`src/rtl/counter_input_ctrl.sv`:
```
// Push-button and switch front end for the up/down counter.
// Synchronizes, debounces and edge-detects buttons into registered controls.
module counter_input_ctrl_btn_stage #(
    parameter int DEBOUNCE_CYCLES = 4,
    parameter int CNT_W           = 16
) (
    input  logic clk,
    input  logic reset,
    input  logic btn,
    output logic rise
);

    localparam logic [CNT_W-1:0] DC_MAX = CNT_W'(DEBOUNCE_CYCLES - 1);

    logic             sync1;
    logic             sync2;
    logic             db;
    logic             db_d;
    logic [CNT_W-1:0] dc;

    always_ff @(posedge clk) begin
        if (reset) begin
            sync1 <= 1'b0;
            sync2 <= 1'b0;
            db    <= 1'b0;
            db_d  <= 1'b0;
            dc    <= '0;
        end else begin
            sync1 <= btn;
            sync2 <= sync1;
            db_d  <= db;
            if (sync2 == db) begin
                dc <= '0;
            end else if (dc == DC_MAX) begin
                db <= sync2;
                dc <= '0;
            end else begin
                dc <= dc + CNT_W'(1);
            end
        end
    end

    // Only a debounced 0->1 transition counts as a press.
    assign rise = db & ~db_d;

endmodule

module counter_input_ctrl #(
    parameter int DEBOUNCE_CYCLES = 4,
    parameter int CNT_W           = 16
) (
    input  logic       clk,
    input  logic       reset,
    input  logic       btn_run,
    input  logic       btn_dir,
    input  logic       btn_load,
    input  logic [3:0] sw_value,
    output logic       enable,
    output logic       up_down,
    output logic       set,
    output logic [3:0] set_value
);

    logic       run_rise;
    logic       dir_rise;
    logic       load_rise;
    logic [3:0] sw_sync1;
    logic [3:0] sw_sync2;

    counter_input_ctrl_btn_stage #(
        .DEBOUNCE_CYCLES(DEBOUNCE_CYCLES),
        .CNT_W          (CNT_W)
    ) u_run (
        .clk  (clk),
        .reset(reset),
        .btn  (btn_run),
        .rise (run_rise)
    );

    counter_input_ctrl_btn_stage #(
        .DEBOUNCE_CYCLES(DEBOUNCE_CYCLES),
        .CNT_W          (CNT_W)
    ) u_dir (
        .clk  (clk),
        .reset(reset),
        .btn  (btn_dir),
        .rise (dir_rise)
    );

    counter_input_ctrl_btn_stage #(
        .DEBOUNCE_CYCLES(DEBOUNCE_CYCLES),
        .CNT_W          (CNT_W)
    ) u_load (
        .clk  (clk),
        .reset(reset),
        .btn  (btn_load),
        .rise (load_rise)
    );

    always_ff @(posedge clk) begin
        if (reset) begin
            sw_sync1 <= 4'h0;
            sw_sync2 <= 4'h0;
        end else begin
            sw_sync1 <= sw_value;
            sw_sync2 <= sw_sync1;
        end
    end

    // Actions are independent; simultaneous presses all land on one edge.
    always_ff @(posedge clk) begin
        if (reset) begin
            enable    <= 1'b0;
            up_down   <= 1'b1;
            set       <= 1'b0;
            set_value <= 4'h0;
        end else begin
            set <= load_rise;
            if (run_rise) begin
                enable <= ~enable;
            end
            if (dir_rise) begin
                up_down <= ~up_down;
            end
            if (load_rise) begin
                set_value <= sw_sync2;
            end
        end
    end

endmodule

```
`config.mk`:
```
export PLATFORM = sky130hd
export DESIGN_NAME = counter_input_ctrl
export DESIGN_NICKNAME = d
export VERILOG_FILES = /design/src/rtl/counter_input_ctrl.sv
export SDC_FILE = /design/constraint.sdc
export NUM_CORES = 1
export LEC_CHECK = 0
export BUFFER_PORTS_ARGS = -buffer_cell sky130_fd_sc_hd__buf_2
export CORE_MARGIN = 5
export CORE_UTILIZATION = 35
export CTS_CLUSTER_DIAMETER = 120
export DETAILED_ROUTE_END_ITERATION = 8
export GPL_TIMING_DRIVEN = 1
export PLACE_DENSITY = 0.47
export SYNTH_ARGS = -nofsm -noshare
export SYNTH_HDL_FRONTEND = slang
export SYNTH_SLANG_ARGS = --single-unit
```
`constraint.sdc`:
```
create_clock -name clk -period 2.27 [get_ports clk]
set_clock_uncertainty 0.2 [all_clocks]
set_input_delay 0.454 -clock clk [delete_from_list [all_inputs] [get_ports clk]]
set_output_delay 0.454 -clock clk [all_outputs]
set_load 0.01 [all_outputs]
```
==> results.md <==
* Outcome: finished, final reports clean
* Post-Place Cell Area at 0.00323 mm²
* Fin Setup TNS at 0 ps
* DIE HEIGHT at 103 µm
* CP endpoint: u_dir.dc[10]
* FF-to-FF End: u_dir.dc[10]
* Final core utilization at 0.399
* Critical Path Source: u_dir.dc[0]
* Clock Tree Root: clkbuf_8
* Vias in the first global route at 2056
* Die width at 103 µm
* Largest net degree at the start of global routing at 22
* Main flop type after synthesis: dfxtp_1
* All-layer global routing usage at 0.109
* Pwr dens at approximately 690 mW/mm²
* Clock Latency Late Sink at 350 ps
* Type of element capturing the critical path: flop
* Seq cells post-synth at 75
* Max-Cap Viols at 0
* PortBufs at 15
* Static leakage at approximately 1.1 nW
* DP HPWL at 3400 µm
* H-tree level count at 3
* Core area at 0.00859 mm²
* Type of origin of the critical path: flop
* Cts hold-fix bufs at 0
* Achievable Freq at around 540 MHz
* Drt wl/cell at 11.4 µm
* Dominant cell type by area after synthesis: dfxtp_1
* Row cnt at 34
* Layout net count at 347
* Setup violations, final at 0
* Setup Buffers After CTS at 0
* Final hold slack at 113 ps
* Clock transition at path regs at 80 ps
* I/O Pins at 16
* Number of enable flip-flop cells after synthesis at 0
* Fillers at between 800 and 900
* Worst R2R Start: u_dir.dc[0]
* Worst hold path class: in2reg
* Syn Inst Count at 317
* Tmin final at 1850 ps
* DR iter-0 viols at 34
* Worst slew pin tran at a little under 500 ps
* Register-to-Register Setup Slack at about 420 ps
* Die ar. at 0.0107 mm²
* Pre-CTS setup slack at just under 400 ps
* ANT cells at 0
* TritonCTS clock tree: yes
* Normalized max-slew margin at 0.668
* CTS sink cnt at 75
* Non-filler cells, final at 448
* RSZ-0062 raised after global routing: no
* Setup ws final at 422 ps
* CTS Buf Count at 9
* Most common cell in the netlist: dfxtp_1
* Sequential area share after synthesis at 0.492
* Fin crit share at 0.814
* Crit Path Max Fanout at 15
* Synth top area cells: dfxtp_1 (49%), xnor2_1 (10%), nor2_1 (7.6%)
* Ys async rst share at 0
* Layout cells sized above 1 at 0.147
* YS warnings at 0
* Synthesized area at 0.00305 mm²
* DRT antenna net count at 0
* Initial antenna violation count at 0
* Inst Count DP at 432
* Post-synth top cells: dfxtp_1 (75), nor2_1 (62), xnor2_1 (35)
* Drt total wl at 5100 µm
* Detailed-route via count at around 2100
* Syn nets at 329
* Mean Syn Cell Area at 9.63 µm²
* Design area at about 0.0034 mm²
* Post-synth cell types at 28
* Total grt overflow at 0
* DRT Pass-1 Iters at 4
* Peak VDD IR at 0.377 mV
* Final Hold Viols at 0
* Worst Path Required at 2310 ps
* Cts repair resizes at 0
* CP arrival at 1890 ps
* Initial Util at 0.355
* Top cell type's share of synthesized area at 0.492
* Crit Path Class: reg2reg
* Overall Power at between 2 and 2.5 mW
* Syn-to-layout area delta at 12.2%
* Fin. max-slew vios at 0
* Drt via density at ~4.6
* CTS Buffer Depth at 2
* RD Place Congestion at ~0.72
* FF-to-FF path depth at 6
* Drt drc at 0
* First-pass GRT wire length at 9150 µm
[final cells by class]
cell class / instances / area (µm²) / share of cell area
well taps: 108 / 135 / 0.0394
flip-flops and latches: 75 / 1500 / 0.438
multi-input cells: 225 / 1470 / 0.430
clock inverters: 5 / 42.5 / 0.0124
repair buffers: 19 / 105 / 0.0307
clock buffers: 11 / 151 / 0.0442
inverters: 5 / 18.8 / 0.00548
[cell usage in the layout (no fill, tap or decap), types with 4 or more instances in the layout]
master	netlist	layout
inv_1	5	5
nor4_1	9	9
nand3_1	13	13
nand2_1	13	13
mux2i_1	7	7
nor3_1	11	11
nor2_1	62	62
nand4_1	13	13
xor2_1	12	12
dfxtp_1	75	75
nor2b_1	21	21
buf_4	3	4
clkbuf_8	0	11
buf_2	4	15
nor4_2	9	9
xnor2_1	35	35
[layer usage]
metal	GRT usage	part of all wire	up-vias
li1	-	-	1102
met1	0.138	0.51	945
met2	0.168	0.44	21
met3	0.0463	0.038	6
met4	0.0359	0.015	0
met5	0	0	-
[critical path, cell delays in order (launching register included)]
cell and delay [ps]:
dfxtp_1 420, ha_1 280, nor4b_1 260, nand4_1 210
nand2_1 100, buf_4 200, nor2_1 70
[logic make-up (layout without fill, tap and decap cells)]
kind of cell | Yosys count | after routing | synth area share
XOR/XNOR | 47 | 47 | 0.135
AND/OR/NAND/NOR | 168 | 168 | 0.312
flip-flops | 75 | 75 | 0.492
multiplexers | 7 | 7 | 0.0229
buffers and inverters | 17 | 40 | 0.0262
adder cells (fa/ha/maj) | 3 | 3 | 0.0123
[flip-flops by register name, summed over array words and instances, names as in the netlist, 4 cells and up]
| name | flops |
|---|---|
| sw_sync1 | 4 |
| u_load.dc | 16 |
| sw_sync2 | 4 |
| u_dir.dc | 16 |
| u_run.dc | 16 |
| set_value | 4 |
[power breakdown]
part	total, mW	switching, mW	internal, mW
sequential	1.33	0.00472	1.33
clock	0.991	0.520	0.471
combinational	0.0352	0.0190	0.0162
[worst min path at each step]
stage | start | to | slack, ps | depth (start not counted)
floorplan | u_load.db_d | set | 190 | 1
global placement | u_load.db_d | set | 200 | 1
detailed placement | u_load.db_d | set | 200 | 1
CTS | sw_value[3] | sw_sync1[3] | 100 | 2
global route | sw_value[2] | sw_sync1[2] | 110 | 2
finish | sw_value[3] | sw_sync1[3] | 110 | 2
(Power assumes the default switching activity.)
